<file path="src/rtl/uart_alu_frontend_if.sv">
`default_nettype none
// ============================================================================
// Module  : uart_alu_frontend_if
// Brief   : RX FIFO, TX FIFO, ALU and status signals of the UART ALU front end.
// Revision: 1.0
// ============================================================================
interface uart_alu_frontend_if #(
  parameter int DATA_W = 8,
  parameter int OPC_W  = 6
);
  logic [7:0]        i_rx_data;
  logic              i_rx_empty;
  logic              o_rd;
  logic              i_tx_full;
  logic [7:0]        o_tx_data;
  logic              o_wr;
  logic [DATA_W-1:0] o_op_a;
  logic [DATA_W-1:0] o_op_b;
  logic [OPC_W-1:0]  o_op_code;
  logic [DATA_W-1:0] i_alu_result;
  logic [2:0]        i_alu_flags;
  logic              o_busy;
  logic [DATA_W-1:0] o_last_result;
  logic [7:0]        o_err_cnt;

  modport master (
    input  i_rx_data, i_rx_empty, i_tx_full, i_alu_result, i_alu_flags,
    output o_rd, o_tx_data, o_wr, o_op_a, o_op_b, o_op_code,
           o_busy, o_last_result, o_err_cnt
  );

  modport slave (
    output i_rx_data, i_rx_empty, i_tx_full, i_alu_result, i_alu_flags,
    input  o_rd, o_tx_data, o_wr, o_op_a, o_op_b, o_op_code,
           o_busy, o_last_result, o_err_cnt
  );
endinterface
`default_nettype wire

</file>
<file path="src/rtl/uart_alu_frontend.sv">
`default_nettype none
// ============================================================================
// Module  : uart_alu_frontend
// Brief   : Parses opcode/A/B frames from an RX FIFO, runs an external ALU and
//           streams the result (plus optional status byte) to a TX FIFO.
// Revision: 1.0
// ============================================================================
module uart_alu_frontend #(
  parameter int DATA_W    = 8,
  parameter int OPC_W     = 6,
  parameter int TIMEOUT   = 1000000,
  parameter int STATUS_EN = 1
) (
  input  logic                 clk,
  input  logic                 rst_n,
  uart_alu_frontend_if.master  bus
);
  localparam int c_nb    = DATA_W / 8;
  localparam int c_cnt_w = $clog2(c_nb + 1);
  localparam int c_to_w  = (TIMEOUT > 1) ? $clog2(TIMEOUT + 1) : 1;

  typedef enum logic [2:0] {
    IDLE   = 3'd0,
    GET_A  = 3'd1,
    GET_B  = 3'd2,
    EXEC   = 3'd3,
    SEND_R = 3'd4,
    SEND_S = 3'd5
  } state_t;

  state_t              r_state;
  state_t              w_state_nxt;
  logic [c_cnt_w-1:0]  r_cnt;
  logic [c_cnt_w-1:0]  w_cnt_nxt;
  logic [c_to_w-1:0]   r_to_cnt;
  logic [OPC_W-1:0]    r_sh_opc;
  logic [DATA_W-1:0]   r_sh_a;
  logic [DATA_W-1:0]   r_sh_b;
  logic [DATA_W-1:0]   w_sh_merge;
  logic [DATA_W-1:0]   r_op_a;
  logic [DATA_W-1:0]   r_op_b;
  logic [OPC_W-1:0]    r_op_code;
  logic [DATA_W-1:0]   r_res;
  logic [2:0]          r_flags;
  logic [DATA_W-1:0]   r_last_result;
  logic [7:0]          r_err_cnt;
  logic [7:0]          w_tx_data;
  logic                w_rx_state;
  logic                w_tx_state;
  logic                w_pop;
  logic                w_push;
  logic                w_last_byte;
  logic                w_timeout;

  assign w_rx_state  = (r_state == IDLE) || (r_state == GET_A) || (r_state == GET_B);
  assign w_tx_state  = (r_state == SEND_R) || (r_state == SEND_S);
  // Gating with rst_n keeps the FIFO strobes quiet for the whole reset window.
  assign w_pop       = rst_n && w_rx_state && !bus.i_rx_empty;
  assign w_push      = rst_n && w_tx_state && !bus.i_tx_full;
  assign w_last_byte = (r_cnt == c_cnt_w'(c_nb - 1));
  assign w_timeout   = (TIMEOUT != 0) && !w_pop &&
                       ((r_state == GET_A) || (r_state == GET_B)) &&
                       (r_to_cnt == c_to_w'(TIMEOUT - 1));

  always_ff @(posedge clk or negedge rst_n) begin
    if (!rst_n) begin
      r_state <= IDLE;
      r_cnt   <= '0;
    end else begin
      r_state <= w_state_nxt;
      r_cnt   <= w_cnt_nxt;
    end
  end

  always_comb begin
    w_state_nxt = r_state;
    w_cnt_nxt   = r_cnt;
    case (r_state)
      IDLE: if (w_pop) w_state_nxt = GET_A;
      GET_A: begin
        if (w_timeout)                w_state_nxt = IDLE;
        else if (w_pop && w_last_byte) w_state_nxt = GET_B;
        else if (w_pop)                w_cnt_nxt   = r_cnt + c_cnt_w'(1);
      end
      GET_B: begin
        if (w_timeout)                w_state_nxt = IDLE;
        else if (w_pop && w_last_byte) w_state_nxt = EXEC;
        else if (w_pop)                w_cnt_nxt   = r_cnt + c_cnt_w'(1);
      end
      EXEC: w_state_nxt = SEND_R;
      SEND_R: begin
        if (w_push && w_last_byte) w_state_nxt = (STATUS_EN != 0) ? SEND_S : IDLE;
        else if (w_push)           w_cnt_nxt   = r_cnt + c_cnt_w'(1);
      end
      SEND_S: if (w_push) w_state_nxt = IDLE;
      default: w_state_nxt = IDLE;
    endcase
    if (w_state_nxt != r_state) w_cnt_nxt = '0;
  end

  // Incoming byte dropped into the shadow operand currently being filled.
  always_comb begin
    w_sh_merge = (r_state == GET_B) ? r_sh_b : r_sh_a;
    for (int k = 0; k < c_nb; k++) begin
      if (r_cnt == c_cnt_w'(k)) w_sh_merge[8*k +: 8] = bus.i_rx_data;
    end
  end

  always_comb begin
    w_tx_data = '0;
    if (r_state == SEND_S) begin
      w_tx_data = {5'b0, r_flags};
    end else if (r_state == SEND_R) begin
      for (int k = 0; k < c_nb; k++) begin
        if (r_cnt == c_cnt_w'(k)) w_tx_data = r_res[8*k +: 8];
      end
    end
  end

  always_ff @(posedge clk or negedge rst_n) begin
    if (!rst_n) begin
      r_to_cnt      <= '0;
      r_sh_opc      <= '0;
      r_sh_a        <= '0;
      r_sh_b        <= '0;
      r_op_a        <= '0;
      r_op_b        <= '0;
      r_op_code     <= '0;
      r_res         <= '0;
      r_flags       <= '0;
      r_last_result <= '0;
      r_err_cnt     <= '0;
    end else begin
      if (w_pop || (r_state == IDLE))
        r_to_cnt <= '0;
      else if ((r_state == GET_A) || (r_state == GET_B))
        r_to_cnt <= r_to_cnt + c_to_w'(1);

      if (w_timeout) begin
        r_sh_opc <= '0;
        r_sh_a   <= '0;
        r_sh_b   <= '0;
        if (r_err_cnt != 8'hFF) r_err_cnt <= r_err_cnt + 8'd1;
      end

      case (r_state)
        IDLE:  if (w_pop) r_sh_opc <= bus.i_rx_data[OPC_W-1:0];
        GET_A: if (w_pop) r_sh_a <= w_sh_merge;
        GET_B: begin
          if (w_pop) begin
            r_sh_b <= w_sh_merge;
            // ALU operands move only here, so they are stable during reception.
            if (w_last_byte) begin
              r_op_a    <= r_sh_a;
              r_op_b    <= w_sh_merge;
              r_op_code <= r_sh_opc;
            end
          end
        end
        EXEC: begin
          r_res         <= bus.i_alu_result;
          r_flags       <= bus.i_alu_flags;
          r_last_result <= bus.i_alu_result;
        end
        default: ;
      endcase
    end
  end

  assign bus.o_rd          = w_pop;
  assign bus.o_wr          = w_push;
  assign bus.o_tx_data     = w_tx_data;
  assign bus.o_op_a        = r_op_a;
  assign bus.o_op_b        = r_op_b;
  assign bus.o_op_code     = r_op_code;
  assign bus.o_busy        = (r_state != IDLE);
  assign bus.o_last_result = r_last_result;
  assign bus.o_err_cnt     = r_err_cnt;

endmodule
`default_nettype wire

</file>
<file path="src/flat_wrapper.sv">
// flat-port wrapper written by rule: the top's interface ports become plain ports
module uart_alu_frontend_flat 
#(
  parameter int DATA_W    = 8,
  parameter int OPC_W     = 6,
  parameter int TIMEOUT   = 1000000,
  parameter int STATUS_EN = 1
)
  (clk, rst_n, bus_i_rx_data, bus_i_rx_empty, bus_i_tx_full, bus_i_alu_result, bus_i_alu_flags, bus_o_rd, bus_o_tx_data, bus_o_wr, bus_o_op_a, bus_o_op_b, bus_o_op_code, bus_o_busy, bus_o_last_result, bus_o_err_cnt);
  uart_alu_frontend_if #(.DATA_W(DATA_W), .OPC_W(OPC_W)) bus_i ();
  input  logic clk;
  input  logic rst_n;
  input wire logic [$bits(bus_i.i_rx_data)-1:0] bus_i_rx_data;
  input wire logic [$bits(bus_i.i_rx_empty)-1:0] bus_i_rx_empty;
  input wire logic [$bits(bus_i.i_tx_full)-1:0] bus_i_tx_full;
  input wire logic [$bits(bus_i.i_alu_result)-1:0] bus_i_alu_result;
  input wire logic [$bits(bus_i.i_alu_flags)-1:0] bus_i_alu_flags;
  output wire logic [$bits(bus_i.o_rd)-1:0] bus_o_rd;
  output wire logic [$bits(bus_i.o_tx_data)-1:0] bus_o_tx_data;
  output wire logic [$bits(bus_i.o_wr)-1:0] bus_o_wr;
  output wire logic [$bits(bus_i.o_op_a)-1:0] bus_o_op_a;
  output wire logic [$bits(bus_i.o_op_b)-1:0] bus_o_op_b;
  output wire logic [$bits(bus_i.o_op_code)-1:0] bus_o_op_code;
  output wire logic [$bits(bus_i.o_busy)-1:0] bus_o_busy;
  output wire logic [$bits(bus_i.o_last_result)-1:0] bus_o_last_result;
  output wire logic [$bits(bus_i.o_err_cnt)-1:0] bus_o_err_cnt;
  assign bus_i.i_rx_data = bus_i_rx_data;
  assign bus_i.i_rx_empty = bus_i_rx_empty;
  assign bus_i.i_tx_full = bus_i_tx_full;
  assign bus_i.i_alu_result = bus_i_alu_result;
  assign bus_i.i_alu_flags = bus_i_alu_flags;
  assign bus_o_rd = bus_i.o_rd;
  assign bus_o_tx_data = bus_i.o_tx_data;
  assign bus_o_wr = bus_i.o_wr;
  assign bus_o_op_a = bus_i.o_op_a;
  assign bus_o_op_b = bus_i.o_op_b;
  assign bus_o_op_code = bus_i.o_op_code;
  assign bus_o_busy = bus_i.o_busy;
  assign bus_o_last_result = bus_i.o_last_result;
  assign bus_o_err_cnt = bus_i.o_err_cnt;
  uart_alu_frontend #(.DATA_W(DATA_W), .OPC_W(OPC_W), .TIMEOUT(TIMEOUT), .STATUS_EN(STATUS_EN)) u_core (.clk(clk), .rst_n(rst_n), .bus(bus_i));
endmodule
</file>
<file path="config.mk">
export PLATFORM = sky130hd
export DESIGN_NAME = uart_alu_frontend_flat
export DESIGN_NICKNAME = d
export VERILOG_FILES = /design/src/rtl/uart_alu_frontend_if.sv /design/src/rtl/uart_alu_frontend.sv /design/src/flat_wrapper.sv
export SDC_FILE = /design/constraint.sdc
export NUM_CORES = 1
export LEC_CHECK = 0
export BUFFER_PORTS_ARGS = -buffer_cell sky130_fd_sc_hd__buf_2
export CAP_MARGIN = 20
export CORE_MARGIN = 1.5
export CORE_UTILIZATION = 56
export CTS_BUF_LIST = sky130_fd_sc_hd__clkbuf_4 sky130_fd_sc_hd__clkbuf_8 sky130_fd_sc_hd__clkbuf_16
export DETAILED_ROUTE_END_ITERATION = 8
export MAX_ROUTING_LAYER = met4
export PLACE_DENSITY = 0.84
export REMOVE_ABC_BUFFERS = 1
export SYNTH_ARGS = -nofsm -noshare
export SYNTH_HDL_FRONTEND = slang
export SYNTH_SLANG_ARGS = --single-unit
</file>
<file path="constraint.sdc">
create_clock -name clk -period 2.87 [get_ports clk]
set_clock_uncertainty 0.15 [all_clocks]
set_input_delay 0.4305 -clock clk [delete_from_list [all_inputs] [get_ports clk]]
set_output_delay 0.4305 -clock clk [all_outputs]
set_load 0.02 [all_outputs]
</file>
==> impl_metrics.csv <==
group,metric,value,unit
status,status,"finished, final reports clean",
clock_network,cts_buffers,9,
die,row_count,30,
setup_path,regToRegSetupSlack,0.34,ns
synthesis,synth_seq_cells,87,
clock_network,cts.path.max_buffers,2,
synthesis,synth_edf_count,0,
synthesis,syn_avg_cell_area,10.4,um^2
routing,via_per_inst,5.70,
grt,grt_usage,25.2,%
run,drv_cap,0,
setup_path,start_kind,"register",
setup_path,reg2reg_depth,6,
synthesis,synthXorXnorAreaFrac,5.18,%
timing,timing.fmax,0.380,GHz
synthesis,yosys_warnings,0,
timing,drv_slew,0,
clock_network,ctsHtreeMaxLevel,3,
setup_path,crit_family,"simple AND/OR/NAND/NOR gates",
clock_network,cts_setup_buffers,0,
synthesis,synth_top_family_by_area,"simple AND/OR/NAND/NOR gates",
synthesis,synth_ff_type,"dfrtp_1",
power,ir_worst_vdd,0.489,mV
die,floorplan.initialDensity,58.8,%
synthesis,async_flop_share,100,%
routing,wirelength,8660,um
placement,dp_slack,0.426,ns
power,p_leak,2.26,nW
power,power_density,859,nW/um^2
routing,wire_per_inst,15.4,um
setup_path,cp-endpoint,"bus_o_tx_data[4]",
grt,grt_pass1_wl,14400,um
routing,first_iter_violations,185,
setup_path,slowest_stage,"dfrtp_1",
grt,antenna_found_initial,0,
hold_path,worst_hold_path_type,"input port to register",
die,fp.dieW,88.2,um
grt,grtUsageMet2,37.3,%
synthesis,yosysSeqAreaShare,53.6,%
power,power_switching,0.00149,W
clock_network,clk_latency,0.36,ns
power,swShare,36.2,%
placement,routabilityCongestion,0.923,
timing,hold_viol,0,
synthesis,muxShareOfSynthArea,9.18,%
power,internal_power,0.00261,W
setup_path,cp.depth,4,
setup_path,cp-startpoint,"u_core.r_state[0]$_DFF_PN0_",
clock_network,cts-root-buf,"clkbuf_8",
synthesis,netlist_area,4060,um^2
setup_path,critPathCaptureType,"primary output",
layout,diodes,0,
clock_network,clk_pin_slew,0.09,ns
layout,fillers,541,
setup_path,r2r_start,"u_core.r_state[0]$_DFF_PN0_",
timing,worstMarginPinSlew,0.765,ns
layout,layout-drive-gt1-share,28.3,%
setup_path,crit_buf_inv,1,
timing,slew_headroom,49.0,%
timing,setup_ws,0.237,ns
clock_network,cts_sinks,87,
grt,grt_pass1_vias,3051,
grt,grt_start_max_net_pins,64,
power,seqPwrFrac,44.8,%
placement,numPortBuffers,71,
layout,fin_util,69.1,%
synthesis,yosys.area_share.simple,20.7,%
setup_path,cp_data_arrival_time,2.05,ns
timing,setup_viol,0,
timing,period_share,91.7,%
die,ios,72,
synthesis,synth_compound_area_share,8.14,%
synthesis,synthesis.instances,389,
setup_path,rr_endpoint,"u_core.bus.o_err_cnt[2]$_DFFE_PN0P_",
setup_path,path_cells,"or2_2 -> nor3b_2 -> and2_1 -> buf_2",
grt,grt_use_met1,34.3,%
routing,route.vias.total,3204,
power,combPwrFrac,31.5,%
setup_path,required,2.29,ns
die,core-area,6910,um^2
grt,met3_usage,4.15,%
layout,syn2layout_area_growth,17.5,%
layout,finalNetCount,486,
grt,top_usage_layer,"met2",
placement,dp_hpwl,6050,um
die,die_h,88.2,um
timing,period_needed,2.63,ns
timing,rsz0062_at_grt,"false",
setup_path,crit_path_max_fanout,18,
die,die_area,7770,um^2
routing,drtAntennaViolNets,0,
synthesis,synth_fa_ha_area_share,0.616,%
power,power,0.00410,W
routing,drt-pass1-iter-count,5,
routing,drc,0,
grt,overflow,0,
synthesis,ys_types,44,
setup_path,critPathKind,"register to primary output",
clock_network,tritoncts,"done",
setup_path,cp_slowest_stage_delay,0.59,ns
power,clkPwrFrac,23.6,%
==> synth_stat cells (3+ instances only) <==
cell type | n | area [um^2]
buf_2 | 4 | 20.0
nor3_1 | 5 | 25.0
nor2_1 | 31 | 116
xor2_1 | 14 | 123
nor3b_1 | 3 | 22.5
nand2_1 | 60 | 225
inv_1 | 3 | 11.3
nor4b_1 | 4 | 35.0
nand4_1 | 13 | 81.3
and2_1 | 7 | 43.8
a21oi_1 | 3 | 15.0
and4_1 | 3 | 26.3
buf_1 | 4 | 15.0
clkbuf_1 | 11 | 41.3
o22ai_1 | 16 | 100
nand3_1 | 6 | 30.0
and3_1 | 7 | 43.8
mux2i_1 | 8 | 80.1
o21ai_0 | 29 | 145
or2_2 | 3 | 18.8
dfrtp_1 | 87 | 2180
a22oi_1 | 4 | 30.0
nand2b_1 | 5 | 31.3
xnor2_1 | 10 | 87.6
mux2_2 | 25 | 282
==> metrics by stage <==
stage,hold slack (ns),instances,area [um^2],setup TNS (ns)
after floorplan,-0.0151,368,3970,-4.69
after global placement,0.311,545,4530,0
after detailed placement,0.319,545,4530,0
after CTS,0.140,562,4770,0
after global routing,0.140,562,4770,0
final,0.143,562,4770,0
==> worst reg2reg max path, delay by kind of cell, from the launching register on <==
kind / cells / cell delay (ns)
and+or+nand+nor: 3 / 0.99
DFF: 1 / 0.71
buffers and inverters: 1 / 0.24
xor gates and xnor gates: 1 / 0.20
AOI/OAI and AO/OA: 1 / 0.18
==> registers in the layout (all words and copies together) (netlist names) <==
| register | flops |
|---|---|
| u_core.bus.o_err_cnt | 8 |
| u_core.bus.o_op_a | 8 |
| u_core.bus.o_op_b | 8 |
| u_core.bus.o_op_code | 6 |
| u_core.r_cnt | 1 |
| u_core.r_flags | 3 |
| u_core.r_res | 8 |
| u_core.r_sh_a | 8 |
| u_core.r_sh_b | 8 |
| u_core.r_sh_opc | 6 |
| u_core.r_state | 3 |
| u_core.r_to_cnt | 20 |
==> metal layers <==
metal	part of all wire (%)	up-vias	wire length, um
li1	-	1504	-
met1	46	1562	4000
met2	46	120	3980
met3	5.3	18	460
met4	2.6	0	221
met5	0	-	0
==> worst min path at each step <==
| stage | startpoint | end | slack (ns) | cells after the start |
|---|---|---|---|---|
| floorplan | rst_n | u_core.bus.o_err_cnt[0]$_DFFE_PN0P_ | -0.02 | 0 |
| global placement | u_core.bus.o_op_b[6]$_DFFE_PN0P_ | u_core.bus.o_op_b[6]$_DFFE_PN0P_ | 0.31 | 2 |
| detailed placement | u_core.bus.o_op_b[5]$_DFFE_PN0P_ | u_core.bus.o_op_b[5]$_DFFE_PN0P_ | 0.32 | 2 |
| CTS | bus_i_rx_data[0] | u_core.r_sh_opc[0]$_DFF_PN0_ | 0.14 | 3 |
| global route | bus_i_alu_flags[0] | u_core.r_flags[0]$_DFFE_PN0P_ | 0.14 | 2 |
| finish | bus_i_rx_data[0] | u_core.r_sh_opc[0]$_DFF_PN0_ | 0.14 | 3 |
==> placed cells by master (no fill, tap or decap), types with 11 or more instances in the layout <==
| master | instances |
|---|---|
| buf_2 | 70 |
| buf_4 | 11 |
| dfrtp_1 | 87 |
| mux2_2 | 25 |
| nand2_1 | 60 |
| nand4_1 | 13 |
| nor2_1 | 31 |
| o21ai_0 | 29 |
| o22ai_1 | 16 |
| xor2_1 | 14 |
==> logic make-up (layout without fill, tap and decap cells) <==
family	Yosys count	count (layout)
and+or+nand+nor	161	161
muxes	34	34
adders and majority gates	2	2
AOI/OAI and AO/OA	57	57
xor gates and xnor gates	24	24
buffers and inverters	24	101
DFF	87	87
==> what timing repair did <==
action | 4_1_cts | 5_1_grt
endpoints found under the hold margin | 24 | 0
hold buffers | 1 | 0
setup endpoints to repair | 0 | 5
gates resized for setup | 0 | 1
==> power groups by stage <==
stage | clock, W | sequential, W | combinational (W)
2_1_floorplan | 0 | 0.00199 | 0.000698
3_3_place_gp | 0 | 0.00183 | 0.00124
3_5_place_dp | 0 | 0.00186 | 0.00129
4_1_cts | 0.000980 | 0.00184 | 0.00130
5_1_grt | 0.00104 | 0.00189 | 0.00142
6_report | 0.000970 | 0.00184 | 0.00129
==> final cells by class <==
class	count	area [um^2]	area share (%)
inverter	3	11.3	0.236
sequential	87	2180	45.6
timing repair buffer	82	443	9.28
multi-input combinational	278	1790	37.5
clock inverter	6	91.3	1.91
tap	96	120	2.52
clock buffer	10	138	2.88
Note: power is estimated with default switching activity, not from simulation.
